===== src/rtl/dmem_arb_pkg.sv =====
// Shared types and constants for the data-memory bus arbiter.
// Optional build macro: DMEM_ARB_FIXED_PRIO_EN (see dmem_rr_arb2).
package dmem_arb_pkg;

  typedef enum logic [1:0] {
    IDLE   = 2'd0,
    ACCESS = 2'd1,
    RESP   = 2'd2
  } state_e;

  localparam logic OP_READ  = 1'b0;
  localparam logic OP_WRITE = 1'b1;

  typedef enum logic [1:0] {
    TGT_NONE = 2'd0,
    TGT_MEM  = 2'd1,
    TGT_GPIO = 2'd2
  } tgt_e;

  localparam logic [31:0] ERR_RDATA = 32'hDEADBEEF;

  // Region hit test written as an offset compare so base+size never has to be formed
  // and an address below base cannot wrap into a hit.
  function automatic logic in_region(input logic [31:0] addr, input logic [31:0] base,
                                     input logic [31:0] size);
    return (addr >= base) && ((addr - base) < size);
  endfunction

endpackage


===== src/rtl/dmem_rr_arb2.sv =====
// Two-way arbiter for the data-memory bus. Grants are combinational and only
// produced while en is high. Default build is round-robin, with the pointer holding
// the index of the last winner (reset to 1 so requester 0 wins the first tie).
// Defining DMEM_ARB_FIXED_PRIO_EN makes requester 0 always win and drops the pointer.
module dmem_rr_arb2
  import dmem_arb_pkg::*;
(
`ifndef DMEM_ARB_FIXED_PRIO_EN
  input  logic       clk,
  input  logic       rst_n,
`endif
  input  logic [1:0] req,
  input  logic       en,
  output logic [1:0] gnt
);

`ifdef DMEM_ARB_FIXED_PRIO_EN
  // Fixed priority: requester 1 is served only when requester 0 is idle.
  always_comb begin
    gnt = 2'b00;
    if (en) begin
      if (req[0])      gnt = 2'b01;
      else if (req[1]) gnt = 2'b10;
    end
  end
`else
  logic rr_ptr_q, rr_ptr_d;

  // Round-robin grant: on a tie the requester that did not win last time goes first.
  always_comb begin
    gnt = 2'b00;
    if (en) begin
      case (req)
        2'b01:   gnt = 2'b01;
        2'b10:   gnt = 2'b10;
        2'b11:   gnt = rr_ptr_q ? 2'b01 : 2'b10;
        default: gnt = 2'b00;
      endcase
    end
    rr_ptr_d = rr_ptr_q;
    if (gnt[1])      rr_ptr_d = 1'b1;
    else if (gnt[0]) rr_ptr_d = 1'b0;
  end

  // Pointer register, updated on every grant.
  always_ff @(posedge clk or negedge rst_n) begin
    if (!rst_n) rr_ptr_q <= 1'b1;
    else        rr_ptr_q <= rr_ptr_d;
  end
`endif

endmodule


===== src/rtl/dmem_arbiter.sv =====
// Data-memory bus arbiter/sequencer: accepts one request from m0 (core) or m1
// (debug/DMA), decodes DMEM/GPIO, drives the target for one cycle (ACCESS) and
// returns the response pulse in the following cycle (RESP).
// Handshake: a requester holds req (and its fields) until it sees gnt in the same
// cycle; gnt is combinational and only possible in IDLE or RESP; rvalid pulses for
// one cycle two cycles after gnt, with rdata/err valid only alongside it.
// Optional build macro: DMEM_ARB_FIXED_PRIO_EN (fixed priority to m0).
module dmem_arbiter
  import dmem_arb_pkg::*;
#(
  parameter logic [31:0] DMEM_BASE   = 32'h08000000,
  parameter logic [31:0] GPIO_BASE   = 32'h10010000,
  parameter logic [31:0] REGION_SIZE = 32'h00001000
) (
  input  logic        clk,
  input  logic        rst_n,
  input  logic        io_m0_req,
  input  logic [31:0] io_m0_addr,
  input  logic        io_m0_op,
  input  logic [3:0]  io_m0_mask,
  input  logic [31:0] io_m0_wdata,
  output logic        io_m0_gnt,
  output logic        io_m0_rvalid,
  output logic [31:0] io_m0_rdata,
  output logic        io_m0_err,
  input  logic        io_m1_req,
  input  logic [31:0] io_m1_addr,
  input  logic        io_m1_op,
  input  logic [3:0]  io_m1_mask,
  input  logic [31:0] io_m1_wdata,
  output logic        io_m1_gnt,
  output logic        io_m1_rvalid,
  output logic [31:0] io_m1_rdata,
  output logic        io_m1_err,
  output logic [31:0] io_mem_addr,
  output logic        io_mem_op,
  output logic [3:0]  io_mem_mask,
  output logic [31:0] io_mem_wdata,
  input  logic [31:0] io_mem_rdata,
  output logic [31:0] io_gpio_addr,
  output logic        io_gpio_op,
  output logic [3:0]  io_gpio_mask,
  output logic [31:0] io_gpio_wdata,
  input  logic [31:0] io_gpio_rdata
);

  state_e      state_q, state_d;
  logic        id_q, id_d;
  logic        op_q, op_d;
  tgt_e        tgt_q, tgt_d;
  logic [1:0]  rvalid_q, rvalid_d;
  logic        err_q, err_d;
  logic [31:0] mem_addr_q, mem_addr_d, mem_wdata_q, mem_wdata_d;
  logic [31:0] gpio_addr_q, gpio_addr_d, gpio_wdata_q, gpio_wdata_d;
  logic [3:0]  mem_mask_q, mem_mask_d, gpio_mask_q, gpio_mask_d;
  logic        mem_op_q, mem_op_d, gpio_op_q, gpio_op_d;

  logic [1:0]  gnt;
  logic        arb_en;
  logic [31:0] win_addr, win_wdata, resp_rdata;
  logic [3:0]  win_mask;
  logic        win_op;

  assign arb_en = (state_q == IDLE) || (state_q == RESP);

  dmem_rr_arb2 u_arb (
`ifndef DMEM_ARB_FIXED_PRIO_EN
    .clk   (clk),
    .rst_n (rst_n),
`endif
    .req   ({io_m1_req, io_m0_req}),
    .en    (arb_en),
    .gnt   (gnt)
  );

  assign io_m0_gnt = gnt[0];
  assign io_m1_gnt = gnt[1];

  // Mux the winning requester's fields.
  always_comb begin
    win_addr  = gnt[1] ? io_m1_addr  : io_m0_addr;
    win_op    = gnt[1] ? io_m1_op    : io_m0_op;
    win_mask  = gnt[1] ? io_m1_mask  : io_m0_mask;
    win_wdata = gnt[1] ? io_m1_wdata : io_m0_wdata;
  end

  // Next-state and next-output logic; target outputs default to 0 so they last one cycle.
  always_comb begin
    state_d      = state_q;
    id_d         = id_q;
    op_d         = op_q;
    tgt_d        = tgt_q;
    rvalid_d     = 2'b00;
    err_d        = 1'b0;
    mem_addr_d   = '0;
    mem_op_d     = 1'b0;
    mem_mask_d   = '0;
    mem_wdata_d  = '0;
    gpio_addr_d  = '0;
    gpio_op_d    = 1'b0;
    gpio_mask_d  = '0;
    gpio_wdata_d = '0;
    case (state_q)
      IDLE, RESP: begin
        if (|gnt) begin
          state_d = ACCESS;
          id_d    = gnt[1];
          op_d    = win_op;
          if (in_region(win_addr, DMEM_BASE, REGION_SIZE))      tgt_d = TGT_MEM;
          else if (in_region(win_addr, GPIO_BASE, REGION_SIZE)) tgt_d = TGT_GPIO;
          else                                                  tgt_d = TGT_NONE;
          if (tgt_d == TGT_MEM) begin
            mem_addr_d  = win_addr - DMEM_BASE;
            mem_op_d    = win_op;
            mem_mask_d  = win_mask;
            mem_wdata_d = win_wdata;
          end
          if (tgt_d == TGT_GPIO) begin
            gpio_addr_d  = win_addr - GPIO_BASE;
            gpio_op_d    = win_op;
            gpio_mask_d  = win_mask;
            gpio_wdata_d = win_wdata;
          end
        end else begin
          state_d = IDLE;
        end
      end
      ACCESS: begin
        state_d = RESP;
        if (id_q) rvalid_d = 2'b10;
        else      rvalid_d = 2'b01;
        err_d = (tgt_q == TGT_NONE);
      end
      default: state_d = IDLE;
    endcase
  end

  // FSM state, latched request and registered target/response outputs.
  always_ff @(posedge clk or negedge rst_n) begin
    if (!rst_n) begin
      state_q      <= IDLE;
      id_q         <= 1'b0;
      op_q         <= OP_READ;
      tgt_q        <= TGT_NONE;
      rvalid_q     <= 2'b00;
      err_q        <= 1'b0;
      mem_addr_q   <= '0;
      mem_op_q     <= 1'b0;
      mem_mask_q   <= '0;
      mem_wdata_q  <= '0;
      gpio_addr_q  <= '0;
      gpio_op_q    <= 1'b0;
      gpio_mask_q  <= '0;
      gpio_wdata_q <= '0;
    end else begin
      state_q      <= state_d;
      id_q         <= id_d;
      op_q         <= op_d;
      tgt_q        <= tgt_d;
      rvalid_q     <= rvalid_d;
      err_q        <= err_d;
      mem_addr_q   <= mem_addr_d;
      mem_op_q     <= mem_op_d;
      mem_mask_q   <= mem_mask_d;
      mem_wdata_q  <= mem_wdata_d;
      gpio_addr_q  <= gpio_addr_d;
      gpio_op_q    <= gpio_op_d;
      gpio_mask_q  <= gpio_mask_d;
      gpio_wdata_q <= gpio_wdata_d;
    end
  end

  // Response data: target read data arrives in RESP, so it is muxed combinationally.
  always_comb begin
    if (err_q)                 resp_rdata = ERR_RDATA;
    else if (op_q == OP_WRITE) resp_rdata = '0;
    else if (tgt_q == TGT_MEM) resp_rdata = io_mem_rdata;
    else                       resp_rdata = io_gpio_rdata;
  end

  assign io_m0_rvalid  = rvalid_q[0];
  assign io_m1_rvalid  = rvalid_q[1];
  assign io_m0_rdata   = rvalid_q[0] ? resp_rdata : '0;
  assign io_m1_rdata   = rvalid_q[1] ? resp_rdata : '0;
  assign io_m0_err     = rvalid_q[0] & err_q;
  assign io_m1_err     = rvalid_q[1] & err_q;
  assign io_mem_addr   = mem_addr_q;
  assign io_mem_op     = mem_op_q;
  assign io_mem_mask   = mem_mask_q;
  assign io_mem_wdata  = mem_wdata_q;
  assign io_gpio_addr  = gpio_addr_q;
  assign io_gpio_op    = gpio_op_q;
  assign io_gpio_mask  = gpio_mask_q;
  assign io_gpio_wdata = gpio_wdata_q;

endmodule


===== config.mk =====
export PLATFORM = sky130hd
export DESIGN_NAME = dmem_arbiter
export DESIGN_NICKNAME = d
export VERILOG_FILES = /design/src/rtl/dmem_arb_pkg.sv /design/src/rtl/dmem_rr_arb2.sv /design/src/rtl/dmem_arbiter.sv
export SDC_FILE = /design/constraint.sdc
export NUM_CORES = 1
export LEC_CHECK = 0
export ABC_AREA = 1
export BUFFER_PORTS_ARGS = -buffer_cell sky130_fd_sc_hd__buf_2
export CORE_AREA = 2 2 161 163
export DETAILED_ROUTE_END_ITERATION = 8
export DIE_AREA = 0 0 163 165
export GPL_TIMING_DRIVEN = 1
export PLACE_DENSITY_LB_ADDON = 0.05
export RECOVER_POWER = 25
export SLEW_MARGIN = 20
export SYNTH_ARGS = -nofsm -noshare
export SYNTH_HDL_FRONTEND = slang
export SYNTH_HIERARCHICAL = 1
export SYNTH_SLANG_ARGS = --single-unit

===== constraint.sdc =====
create_clock -name clk -period 3.4 [get_ports clk]
set_input_delay 0.51 -clock clk [delete_from_list [all_inputs] [get_ports clk]]
set_output_delay 0.51 -clock clk [all_outputs]
set_load 0.02 [all_outputs]

# Word level (Yosys, flattened, before mapping)

Cells that the tools add are included.

$lt $le $gt $ge: 4
Multiplexer cells: 47
Reduce and logical (&&, ||, !) cells: 9
$add $sub $neg: 2
Bitwise gates (word level): 2
Eq/ne operators: 8

Operator list:

| operator                                                                       | number |
|---|---|
| 32-bit two-way mux                                                             | 19 |
| 32-bit by 13-bit less-than comparator with 1-bit output, second input constant | 2 |
| 32-bit by 28-bit >= comparator with 1-bit output, second input constant        | 1 |
| 32-bit by 29-bit >= comparator with 1-bit output, second input constant        | 1 |
| 32-bit by 28-bit subtractor with 32-bit output, second input constant          | 1 |
| 32-bit by 29-bit subtractor with 32-bit output, second input constant          | 1 |
| 4-bit two-way mux                                                              | 7 |
| 2-bit two-way mux                                                              | 8 |
| 1-bit two-way mux                                                              | 11 |
| 2-bit by 1-bit == test with 1-bit output, second input constant                | 4 |
| 2-bit == test, second input constant                                           | 4 |
| 2-bit one-hot mux with 3 select lines                                          | 1 |
| 2-bit logical NOT                                                              | 2 |
| 2-bit one-hot mux with 2 select lines                                          | 1 |
| 2-bit OR reduction                                                             | 2 |
| 1-bit AND                                                                      | 2 |
| 1-bit logical AND                                                              | 2 |
| 2-bit AND reduction                                                            | 1 |
| 2-bit nonzero test                                                             | 1 |
| 1-bit logical OR                                                               | 1 |

Register bits after elaboration: 148
Word-level logic and storage cells: 87
Output and inout port bits: 208
Input port bits: 206

# Logic depth before layout (Yosys ltp)

Gate-level depths: netlist of run 1.

Depth in word-level cells: 15
Gate-level depth with buffers: 24
Depth with buffers taken out: 20

# Hierarchy

Netlist of run 1, hierarchy kept.

Modules (own cells, without submodules):

| module       | area each (um^2) | cells each | instances |
|---|---|---|---|
| dmem_arbiter | 6711.4           | 752        | 1 |
| dmem_rr_arb2 | 72.6             | 12         | 1 |

# Worst setup path after synthesis of run 1

Ideal clock, no wire load.

Path kind: input to register
Start: in io_m1_req
End: reg gpio_addr_q[3] (netlist: io_gpio_addr[3])
Slack: 0.668 ns
Library setup time: 0.070 ns
Cell stages on the path: 22
Required time: 3.330 ns
Buffers on the path: 4
Arrival time: 2.662 ns
Cell sequence: nand2_1 -> inv_1 -> nand2_1 -> inv_1 -> buf_4 -> buf_6 -> inv_4 -> buf_6 -> nand2_1 -> nand2_2 -> ha_1 -> nand3_2 -> nor2_2 -> inv_1 -> nor2_1 -> nand3_1 -> nand3_1 -> nand2_1 -> nor2_2 -> nand3_4 -> buf_6 -> nor2_2

Word-level cells in the longest chain between the ends: 15
Elaborated cells on any way between the ends: 23
Those cells by class: add/sub (2); order compare (4); eq/ne (4); mux (10); reduce/logical (3)

Ends and longest elaborated chain:

| what                                                                      | line                                    | RTL |
|---|---|---|
| start, declared                                                           | dmem_arbiter.sv:26                      | `input logic io_m1_req,` |
| 2-bit == test or 2-bit by 1-bit == test with 1-bit output (tied branches) | dmem_rr_arb2.sv:33                      | `case (req)` |
| 2-bit one-hot mux with 3 select lines (*)                                 | dmem_rr_arb2.sv:33                      |  |
| 2-bit two-way mux (*)                                                     | dmem_rr_arb2.sv:32                      | `if (en) begin` |
| via io_m1_gnt                                                             | dmem_arbiter.sv:31                      | `output logic io_m1_gnt,` |
| 32-bit two-way mux                                                        | dmem_arbiter.sv:81                      | `win_addr = gnt[1] ? io_m1_addr : io_m0_addr;` |
| 32-bit by 29-bit subtractor with 32-bit output                            | dmem_arb_pkg.sv:26, dmem_arbiter.sv:119 |  |
| 32-bit by 13-bit less-than comparator with 1-bit output                   | dmem_arb_pkg.sv:26                      | `return (addr >= base) && ((addr - base) < size);` |
| 1-bit logical AND                                                         | dmem_arb_pkg.sv:26                      |  |
| 2-bit two-way mux                                                         | dmem_arbiter.sv:110                     | `else if (in_region(win_addr, GPIO_BASE, REGION_SIZE)) tgt_d = TGT_GPIO;` |
| 2-bit two-way mux                                                         | dmem_arbiter.sv:109                     | `if (in_region(win_addr, DMEM_BASE, REGION_SIZE)) tgt_d = TGT_MEM;` |
| 2-bit two-way mux                                                         | dmem_arbiter.sv:105                     | `if (\|gnt) begin` |
| 2-bit two-way mux                                                         | dmem_arbiter.sv:103                     | `case (state_q)` |
| 2-bit == test                                                             | dmem_arbiter.sv:118                     | `if (tgt_d == TGT_GPIO) begin` |
| 32-bit two-way mux                                                        | dmem_arbiter.sv:118                     |  |
| 32-bit two-way mux (*)                                                    | dmem_arbiter.sv:105                     |  |
| 32-bit two-way mux (*)                                                    | dmem_arbiter.sv:103                     |  |
| via gpio_addr_d[3]                                                        | dmem_arbiter.sv:54                      | `logic [31:0] gpio_addr_q, gpio_addr_d, gpio_wdata_q, gpio_wdata_d;` |
| end signal, assigned                                                      | dmem_arbiter.sv:166                     | `gpio_addr_q <= gpio_addr_d;` |
| end, declared                                                             | dmem_arbiter.sv:54                      |  |

Mark *: on every way through the listed nets, which the timed path passes. The rest lies on a longest branch. The select of a mux whose other input is x is not followed.
A chain may end at the register's enable or synchronous reset.

# Final worst setup path of run 1

Start: reg state_q[0]
End: reg gpio_wdata_q[31] (netlist: io_gpio_wdata[31])

Word-level cells in the longest chain between the ends: 15
Elaborated cells on any way between the ends: 24
Those cells by class: add/sub (2); order compare (4); eq/ne (2); mux (10); reduce/logical (6)

Ends and longest elaborated chain:

| what                                                    | line                | RTL |
|---|---|---|
| start, declared                                         | dmem_arbiter.sv:47  | `state_e state_q, state_d;` |
| start signal, assigned                                  | dmem_arbiter.sv:156 | `state_q <= state_d;` |
| 2-bit == test or 2-bit logical NOT (tied branches)      | dmem_arbiter.sv:64  | `assign arb_en = (state_q == IDLE) \|\| (state_q == RESP);` |
| 1-bit logical OR (*)                                    | dmem_arbiter.sv:64  |  |
| via arb_en                                              | dmem_arbiter.sv:59  | `logic arb_en;` |
| 2-bit two-way mux (*)                                   | dmem_rr_arb2.sv:32  |  |
| 32-bit two-way mux                                      | dmem_arbiter.sv:81  |  |
| 32-bit by 29-bit subtractor with 32-bit output          | dmem_arb_pkg.sv:26  |  |
| 32-bit by 13-bit less-than comparator with 1-bit output | dmem_arb_pkg.sv:26  |  |
| 1-bit logical AND                                       | dmem_arb_pkg.sv:26  |  |
| 2-bit two-way mux                                       | dmem_arbiter.sv:110 |  |
| 2-bit two-way mux                                       | dmem_arbiter.sv:109 |  |
| 2-bit two-way mux                                       | dmem_arbiter.sv:105 |  |
| 2-bit two-way mux                                       | dmem_arbiter.sv:103 |  |
| 2-bit == test                                           | dmem_arbiter.sv:118 |  |
| 32-bit two-way mux                                      | dmem_arbiter.sv:118 |  |
| 32-bit two-way mux (*)                                  | dmem_arbiter.sv:105 |  |
| 32-bit two-way mux (*)                                  | dmem_arbiter.sv:103 |  |
| via gpio_wdata_d[31]                                    | dmem_arbiter.sv:54  |  |
| end signal, assigned                                    | dmem_arbiter.sv:169 | `gpio_wdata_q <= gpio_wdata_d;` |
| end, declared                                           | dmem_arbiter.sv:54  |  |

Marked as above.

==> impl_metrics.py, run 1 <==
metrics = {
    "clock_network": {
        "htreeDepth": 4,
        "clk_pin_slew_ns": 0.07,
        "post-cts-setup-buffers": 0,
        "clock_latency_ns": 0.42,
        "cts-resized-gates": 0,
        "cts_root_buf": "clkbuf_16",
        "clock-sinks": 148,
        "holdBufCountCts": 0,
        "ctsLongestPathBuffers": 2,
        "cts_made_buffers": 17,
        "cts_tree": "built",
    },
    "floorplan": {
        "die_y_um": 165,
        "core_area_um2": 25000,
        "die_w_um": 163,
        "die_area_um2": 26900,
        "row_count": 58,
        "initial_core_util": 0.271,
        "io_pins": 414,
    },
    "drt": {
        "vias": 6325,
        "first_pass_iters": 4,
        "routed_wl_um": 22900,
        "detail_route.vias_per_cell": 4.08,
        "ant_nets": 0,
        "wl_per_cell_um": 14.8,
        "drc": 0,
        "drtIter0Drc": 320,
    },
    "global_routing": {
        "track_usage": 0.166,
        "grt_max_degree": 67,
        "antenna_found_initial": 1,
        "overflow": 0,
        "grt_pass1_wl_um": 33900,
        "grt_pass1_vias": 6015,
    },
    "timing": {
        "report.final.slew_viol_count": 67,
        "rsz0062_at_grt": "no",
        "finalHoldViolCount": 0,
        "finalCritPeriodShare": 0.867,
        "period_needed_ns": 2.95,
        "setup_ws_ns": 0.451,
        "worst_slew_pin_slew_ns": 1.64,
        "max_freq_ghz": 0.339,
        "slew_headroom": -0.0901,
        "tns_ns": 0,
        "setup_violations": 0,
        "fin_skew_ns": 0.00527,
    },
    "hold_path": {
        "min_path_type": "input port to register",
    },
    "power": {
        "peakVddDrop_mv": 0.252,
        "p_leak_nw": 5.82,
        "powerDensity_nw_per_um2": 573,
        "p_total_mw": 5.67,
    },
    "worst_setup_path": {
        "cpMostUsedCell": "nand2_1",
        "start_kind": "register",
        "critPathKind": "register to register",
        "cp.arrival_ns": 3.25,
        "crit_path_max_incr_delay_ns": 0.36,
        "crit_fanout": 52,
        "worst_setup_path_end_kind": "register",
        "worst_path_max_delay_cell": "dfrtp_1",
        "crit_path_cell_trace": "inv_1 -> nand2_1 -> inv_1 -> nand2_1 -> inv_4 -> nand2_1 -> nand2_2 -> ha_1 -> nand3_2 -> nor2_2 -> inv_1 -> nor2_1 -> nand3_1 -> nand2_1 -> nand2_1 -> nand2_1 -> nor2_2 -> nand3_4 -> buf_12 -> nor2_1",
        "cp.required_ns": 3.70,
    },
    "layout": {
        "drive_gt1_frac": 0.435,
        "fin_nets": 1417,
        "stdcell_area_um2": 9890,
        "syn_to_final_growth_pct": 45.9,
    },
    "synth": {
        "synth_area_um2": 6780,
        "yosysUniqueCellTypes": 29,
        "ys_warn_count": 6,
        "synth-seq-cells": 148,
        "syn-instance-count": 764,
        "postSynthAreaPerCell_um2": 8.88,
        "seq_area_frac_synth": 0.546,
    },
    "flow_run": {
        "cap_viol_max_count": 1,
    },
    "placement": {
        "io_buffers": 413,
        "gp_congestion": 0.849,
        "pre_cts_slack_ns": 0.333,
        "placed_cell_area_um2": 9310,
        "hpwl_um": 17700,
    },
    "run_status": {
        "status": "finished, violations left",
        "violations": "max-capacitance violations, max-slew violations",
    },
}
[report_power, final]
part	internal (mW)	leakage (nW)	switching (mW)
registers	1.83	1.97	0.0283
clock network	0.996	0.293	0.870
logic	0.627	3.55	1.32
total	3.45	5.82	2.22
[cell type report]
| class | instances | area, um2 |
|---|---|---|
| diodes | 1 | 2.50 |
| fillers | 2674 | 15100 |
| well taps | 330 | 413 |
| clock buffers | 17 | 425 |
| flip-flops and latches | 148 | 3700 |
| repair buffers | 427 | 2180 |
| multi-input cells | 565 | 2810 |
| inverters | 47 | 181 |
| clock inverters | 15 | 176 |
[path summary, 6_finish.rpt]
kind / start / to / slack, ns / depth (start not counted)
max: state_q[0] / io_gpio_wdata[31] / 0.45 / 20
min: io_m0_req / u_arb/rr_ptr_q / 0.36 / 4
max reg2reg: state_q[0] / io_gpio_wdata[31] / 0.45 / 20
min reg2reg: state_q[1] / state_q[1] / 0.42 / 1
max in group asynchronous: rst_n / io_gpio_wdata[3] / 0.70 / 2
min in group asynchronous: rst_n / io_gpio_addr[20] / 0.48 / 1
[layout by cell type (no fill, tap or decap), types with 12 or more instances in the layout]
master     count
clkbuf_16     17
nor2_2        56
nand2_1      183
nor2_1       145
dfrtp_1      147
buf_4         12
inv_1         45
buf_2        412
nand3_1       15
conb_1        36
o21ai_0       16
mux2i_1       49
a21oi_1       26
[kinds of logic after synthesis]
group           Yosys count  share of synthesized area
flops                   148                      0.546
compound gates           55                     0.0457
xor+xnor                  4                    0.00517
mux                      49                     0.0723
fa+ha+maj                 5                    0.00922
other cells               1                   0.000553
simple gates            416                      0.261
buf+inv                  86                     0.0596
[Yosys cell counts, drive strengths merged]
cell,count,area share
buf,14,0.019
or2,1,0.00092
ha,5,0.0092
nand3b,2,0.0022
clkbuf,25,0.014
o21a,8,0.0089
dfrtp,147,0.54
xor2,3,0.0039
xnor2,1,0.0013
nor2,201,0.13
nand3,17,0.015
a21oi,26,0.019
inv,47,0.026
o21ai,21,0.018
dfstp,1,0.0039
conb,1,0.00055
mux2i,49,0.072
nand2,188,0.11
nand4,3,0.0028
nor3,4,0.0030
[through the flow]
step,std cells,hold WS (ns),util
after global routing,1550,0.365,0.395
after CTS,1549,0.0863,0.396
after detailed placement,1517,0.406,0.372
after floorplan,799,0.214,-
after global placement,1517,0.409,0.372
final,1550,0.363,0.395
[sequential cells by signal (all words and copies together) (netlist names)]
name,count
io_mem_wdata,32
io_gpio_wdata,32
state_q,2
rvalid_q,2
err_q,1
io_mem_addr,32
id_q,1
io_gpio_mask,4
op_q,1
tgt_q,2
io_mem_mask,4
io_gpio_addr,32
u_arb/rr_ptr_q,1
io_gpio_op,1
io_mem_op,1
[per-layer routing]
layer	part of all wire	wire, um	GRT usage	vias to the layer above
met3	0.068	1570	0.0422	22
met5	0	0	0	-
li1	-	-	-	3220
met2	0.52	11900	0.301	229
met4	0.015	335	0.0471	0
met1	0.40	9100	0.192	2854
[worst max-delay path, delay by kind of cell (launching register included)]
| family | cells | cell delay (ns) |
|---|---|---|
| adders and majority gates | 1 | 0.19 |
| and+or+nand+nor | 14 | 1.39 |
| DFF | 1 | 0.36 |
| buffers and inverters | 5 | 0.81 |
Power figures use the tool's default switching activity.
==> inputs of run 2 (changes only) <==
CORE_AREA = 2 2 163 165   (was 2 2 161 163)
DIE_AREA = 0 0 165 167   (was 0 0 163 165)
SYNTH_HIERARCHICAL = default   (was 1)
==> run 2 against run 1 <==
The run still ends with max-capacitance violations, max-slew violations left. Sequential cell count unchanged. Maximum frequency down 3.2%. Cell area up 1.9%. Clock skew up 0.0041 ns. Critical path depth down 3. Wire length up 14%. Sequential share of layout area down 0.69 points. Die area up 2.5%. Cell count up 5.8%. Combinational power down 43%.
==> impl_metrics.py, run 2 <==
metrics = {
    "worst_setup_path": {
        "worst_setup_path_end_kind": "register",
        "crit_start": "u_arb.rr_ptr_q",
        "cp.arrival_ns": 3.39,
        "worst_path_max_delay_cell": "dfstp_2",
        "rr_endpoint": "io_gpio_wdata[14]",
        "path_depth": 17,
        "cp_top_family": "simple AND/OR/NAND/NOR gates",
        "worstPathBufferInverterCount": 4,
        "cpMostUsedCell": "nand2_1",
        "critPathKind": "register to register",
        "crit_end": "io_gpio_wdata[14]",
        "reg2regPathDepth": 17,
        "cp.required_ns": 3.74,
        "r2r_start": "u_arb.rr_ptr_q",
        "crit_path_cell_trace": "nand2_1 -> nand3_4 -> buf_4 -> nand2_1 -> nand2_1 -> inv_1 -> ha_1 -> inv_1 -> nand3_1 -> a21oi_1 -> nand2_1 -> nand2_1 -> nand2_1 -> nor2_2 -> nand3_4 -> buf_4 -> nor2_1",
        "crit_fanout": 31,
        "crit_path_max_incr_delay_ns": 0.53,
        "start_kind": "register",
        "regToRegSetupSlack_ns": 0.35,
    },
    "global_routing": {
        "grt_pass1_wl_um": 38700,
        "grt_util_met1": 0.192,
        "grt.busiest_layer": "met2",
        "track_usage": 0.187,
        "gr-usage-met3": 0.0359,
        "use_met2": 0.378,
        "antenna_found_initial": 1,
        "grt_pass1_vias": 6618,
        "grt_max_degree": 90,
        "overflow": 0,
    },
    "layout": {
        "fillers": 2783,
        "final_common_cell": "buf_2",
        "final-instance-count-excl-fill": 1640,
        "fin_nets": 1501,
        "final_cell_mix": "buf_2, nand2_1, nor2_1, dfrtp_1, inv_1",
        "drive_gt1_frac": 0.370,
        "syn_to_final_growth_pct": 45.3,
    },
    "power": {
        "p_leak_nw": 6.19,
        "powerDensity_nw_per_um2": 474,
        "p_total_mw": 4.78,
        "peakVddDrop_mv": 0.254,
    },
    "floorplan": {
        "initial_core_util": 0.269,
        "die_w_um": 165,
        "die_y_um": 167,
        "io_pins": 414,
        "row_count": 59,
        "die_area_um2": 27600,
        "core_area_um2": 25800,
    },
    "drt": {
        "vias": 6813,
        "ant_nets": 0,
        "routed_wl_um": 26100,
        "detail_route.vias_per_cell": 4.15,
        "wl_per_cell_um": 15.9,
        "drc": 0,
        "drtIter0Drc": 325,
        "first_pass_iters": 4,
    },
    "flow_run": {
        "cap_viol_max_count": 1,
    },
    "timing": {
        "finalCritPeriodShare": 0.896,
        "max_freq_ghz": 0.328,
        "setup_violations": 0,
        "finalHoldViolCount": 0,
        "rsz0062_at_grt": "no",
        "tns_ns": 0,
        "period_needed_ns": 3.05,
        "fin_skew_ns": 0.00937,
        "report.final.slew_viol_count": 89,
        "slew_headroom": -0.578,
        "setup_ws_ns": 0.354,
        "worst_slew_pin_slew_ns": 2.37,
    },
    "clock_network": {
        "cts-resized-gates": 0,
        "clk_pin_slew_ns": 0.07,
        "htreeDepth": 4,
        "cts_root_buf": "clkbuf_16",
        "clock-sinks": 148,
        "holdBufCountCts": 0,
        "ctsLongestPathBuffers": 2,
        "cts_made_buffers": 17,
        "post-cts-setup-buffers": 0,
        "clock_latency_ns": 0.42,
        "cts_tree": "built",
    },
    "synth": {
        "synth_most_common_cell": "nand2_1",
        "ys.flop_type": "dfrtp_1",
        "seq_area_frac_synth": 0.534,
        "yosys-top-cells-count": "nand2_1, nor2_1, dfrtp_1, inv_1, nand3_1",
        "synth_top_area_frac": 0.530,
        "yosysUniqueCellTypes": 31,
        "synth_area_um2": 6940,
        "synth_edf_count": 0,
        "synth-seq-cells": 148,
        "ys_warn_count": 0,
        "postSynthAreaPerCell_um2": 8.19,
        "yosys-top-cells-area": "dfrtp_1, nand2_1, nor2_1",
        "syn-instance-count": 847,
        "synth_area_leader_cell": "dfrtp_1",
        "async_flop_share": 1.00,
    },
    "placement": {
        "gp_congestion": 0.869,
        "pre_cts_slack_ns": 0.276,
        "io_buffers": 413,
        "hpwl_um": 20900,
        "dpl.cell_count": 1607,
    },
    "run_status": {
        "violations": "max-capacitance violations, max-slew violations",
        "status": "finished, violations left",
    },
    "hold_path": {
        "min_path_type": "input port to register",
        "min_from": "io_m1_wdata[1]",
    },
}
-- run 2: changes by cell type in the layout (fill, tap and decap cells not counted), moves of 8 or more --
cell | previous run | this run
nor2_2 | 56 | 13
mux2i_1 | 49 | 36
nor2_1 | 145 | 195
nand3_1 | 15 | 42
nand4_1 | 3 | 11
inv_1 | 45 | 60
o21ai_1 | 1 | 12
nand2_1 | 183 | 213
-- run 2: worst min-delay path: cells and delay by family --
kind,cells,cell delay [ns]
simple gates,1,0.10
buf+inv,1,0.07
mux,1,0.07
-- run 2: power by group --
group          internal [mW]  switching [mW]  leakage, nW
Clock                  0.985           0.867        0.281
Combinational          0.368           0.741         3.93
Sequential              1.80          0.0172         1.97
Total                   3.16            1.62         6.19
-- run 2: worst min-delay path by stage --
stage / cells past startpoint / to / slack (ns)
2_1_floorplan: 0 / err_q / 0.21
3_3_place_gp: 1 / rvalid_q[0] / 0.42
3_5_place_dp: 1 / rvalid_q[0] / 0.43
4_1_cts: 1 / io_gpio_addr[26] / 0.17
5_1_grt: 3 / io_mem_mask[1] / 0.36
6_report: 3 / io_mem_wdata[1] / 0.37
-- run 2: area by class of cell --
type	instances	area, um2	area share
diodes	1	2.50	0.000248
clock buffers	17	425	0.0422
clock inverters	15	161	0.0160
inverters	62	233	0.0231
multi-input cells	631	2920	0.290
flip-flops and latches	148	3700	0.368
well taps	335	419	0.0416
repair buffers	431	2210	0.220
-- run 2: metrics by stage --
step	area, um2	hold slack [ns]	util
after floorplan	7070	0.214	-
after global placement	9500	0.420	0.369
after detailed placement	9500	0.426	0.369
after CTS	10100	0.172	0.391
after global routing	10100	0.356	0.391
final	10100	0.365	0.391
-- run 2: cell families after synthesis --
| kind of cell | Yosys count | synth area share |
|---|---|---|
| compound gates | 65 | 0.0501 |
| xor+xnor | 1 | 0.00126 |
| fa+ha+maj | 4 | 0.00721 |
| buf+inv | 104 | 0.0664 |
| flops | 148 | 0.534 |
| mux | 36 | 0.0519 |
| other cells | 1 | 0.000540 |
| simple gates | 488 | 0.289 |
-- run 2: routing by layer --
metal  vias up  part of all wire
li1       3492                 -
met1      3087              0.36
met2       216              0.57
met3        18             0.054
met4         0             0.012
met5         -                 0
==> inputs of run 3 (changes only) <==
CORE_AREA = 2 2 162 164   (was 2 2 163 165)
DIE_AREA = 0 0 164 166   (was 0 0 165 167)
clock period = 3.7 ns   (was 3.4 ns; I/O delays follow)
==> run 3 against run 2 <==
The flow still finishes with violations (max-capacitance violations, max-slew violations). Critical path depth decreased by 2. Setup slack improved by 0.23 ns. Power decreased by 7.4%. Cell count about the same. Clock power decreased by 6%. Maximum frequency decreased by 2.3%. Sequential power decreased by 8%. Global-route usage increased by 0.11 points. Clock skew increased by 0.0025 ns. Sequential share of layout area decreased by 0.095 points. Hold slack improved by 0.043 ns. Via count increased by 0.98%. Highest routed layer unchanged.
==> impl_metrics.py, run 3 (synthesis gave the netlist of run 2 again) <==
metrics = {
    "global_routing": {
        "grt_pass1_wl_um": 38700,
        "overflow": 0,
        "grt_pass1_vias": 6664,
        "track_usage": 0.188,
        "grt_max_degree": 64,
        "antenna_found_initial": 1,
    },
    "power": {
        "power.internal_mw": 2.91,
        "peakVddDrop_mv": 0.250,
        "p_leak_nw": 6.20,
        "p_sw_frac": 0.342,
        "pwr-share-comb": 0.230,
        "p_seq_frac": 0.378,
        "p_total_mw": 4.43,
        "powerDensity_nw_per_um2": 438,
        "p_switching_mw": 1.52,
        "p_clk_frac": 0.391,
    },
    "worst_setup_path": {
        "cp.required_ns": 3.98,
        "crit_path_cell_trace": "inv_1 -> nand3_4 -> buf_4 -> nand2_1 -> nand2_1 -> ha_1 -> inv_1 -> nor2_1 -> a21oi_1 -> nand3_1 -> nand2_1 -> nor2_2 -> nand3_4 -> buf_4 -> nand2_1",
        "crit_path_max_incr_delay_ns": 0.53,
        "worst_setup_path_end_kind": "register",
        "worst_path_max_delay_cell": "buf_4",
        "cpMostUsedCell": "nand2_1",
        "start_kind": "register",
        "worstPathBufferInverterCount": 4,
        "crit_fanout": 51,
        "cp_top_family": "buffers and inverters",
        "r2r_start": "state_q[0]",
        "critPathKind": "register to register",
        "cp.arrival_ns": 3.39,
        "crit_start": "state_q[0]",
    },
    "timing": {
        "tns_ns": 0,
        "rsz0062_at_grt": "no",
        "report.final.slew_viol_count": 54,
        "finalCritPeriodShare": 0.842,
        "setup_ws_ns": 0.583,
        "hold_ws_ns": 0.409,
        "slew_headroom": -0.995,
        "worst_slew_pin_slew_ns": 2.99,
        "period_needed_ns": 3.12,
        "max_freq_ghz": 0.321,
        "setup_violations": 0,
        "finalHoldViolCount": 0,
        "fin_skew_ns": 0.0119,
    },
    "placement": {
        "io_buffers": 413,
        "gp_congestion": 0.829,
        "dpl.cell_count": 1608,
        "placed_cell_area_um2": 9500,
        "hpwl_um": 20700,
        "pre_cts_slack_ns": 0.342,
    },
    "layout": {
        "final_common_cell": "buf_2",
        "final-instance-count-excl-fill": 1641,
        "stdcell_area_um2": 10100,
        "final_cell_mix": "buf_2, nand2_1, nor2_1, dfrtp_1, inv_1",
        "syn_to_final_growth_pct": 45.6,
        "finish.utilization": 0.395,
        "fin_nets": 1502,
        "fillers": 2746,
        "drive_gt1_frac": 0.369,
    },
    "floorplan": {
        "core_area_um2": 25600,
        "die_w_um": 164,
        "initial_core_util": 0.271,
        "io_pins": 414,
        "die_y_um": 166,
        "row_count": 59,
        "die_area_um2": 27200,
    },
    "hold_path": {
        "min_from": "io_m1_wdata[0]",
        "min_path_type": "input port to register",
    },
    "clock_network": {
        "ctsLongestPathBuffers": 2,
        "clock_latency_ns": 0.42,
        "cts_root_buf": "clkbuf_16",
        "clock-sinks": 148,
        "holdBufCountCts": 0,
        "post-cts-setup-buffers": 0,
        "cts-resized-gates": 0,
        "clk_pin_slew_ns": 0.07,
        "cts_made_buffers": 17,
        "cts_tree": "built",
        "htreeDepth": 4,
    },
    "drt": {
        "vias": 6880,
        "first_pass_iters": 4,
        "routed_wl_um": 25900,
        "detail_route.vias_per_cell": 4.19,
        "wl_per_cell_um": 15.8,
        "ant_nets": 0,
        "drtIter0Drc": 308,
        "drc": 0,
    },
    "flow_run": {
        "cap_viol_max_count": 1,
    },
    "run_status": {
        "status": "finished, violations left",
        "violations": "max-capacitance violations, max-slew violations",
    },
}
## run 3: power groups by stage
stage / logic, mW / registers (mW) / clock network, mW
floorplan: 0.599 / 1.73 / 0
global placement: 1.05 / 1.71 / 0
detailed placement: 1.04 / 1.71 / 0
CTS: 1.04 / 1.68 / 1.79
global route: 1.15 / 1.68 / 1.86
finish: 1.02 / 1.67 / 1.73
## run 3: worst paths after layout
path	end	slack, ns	depth (start not counted)
max in group asynchronous	io_mem_wdata[17]	0.90	2
min in group asynchronous	io_gpio_addr[25]	1.09	1
worst min-delay path	io_gpio_wdata[0]	0.41	3
worst min register to register	rvalid_q[0]	0.42	1
worst max register to register	tgt_q[1]	0.58	15
worst max-delay path	tgt_q[1]	0.58	15
## run 3: layout make-up
type                       count  area [um2]  share of cell area
sequential                   148        3700               0.367
multi-input combinational    631        2920               0.289
timing repair buffer         432        2220               0.220
clock buffer                  17         425              0.0421
tap                          335         419              0.0415
inverter                      62         233              0.0230
clock inverter                15         181              0.0180
antenna                        1        2.50            0.000248
## run 3: metal layers
metal,vias to the layer above,wire length [um],share of wire,track usage
li1,3506,-,-,-
met1,3139,9370,0.36,0.199
met2,212,14700,0.57,0.370
met3,23,1430,0.055,0.0372
met4,0,378,0.015,0.0500
met5,-,0,0,0
## run 3: worst reg2reg max path: cells and delay by family (launching register included)
family	cells	cell delay [ns]
buf+inv	4	1.09
flops	1	0.45
compound gates	1	0.21
fa+ha+maj	1	0.25
simple gates	9	0.97
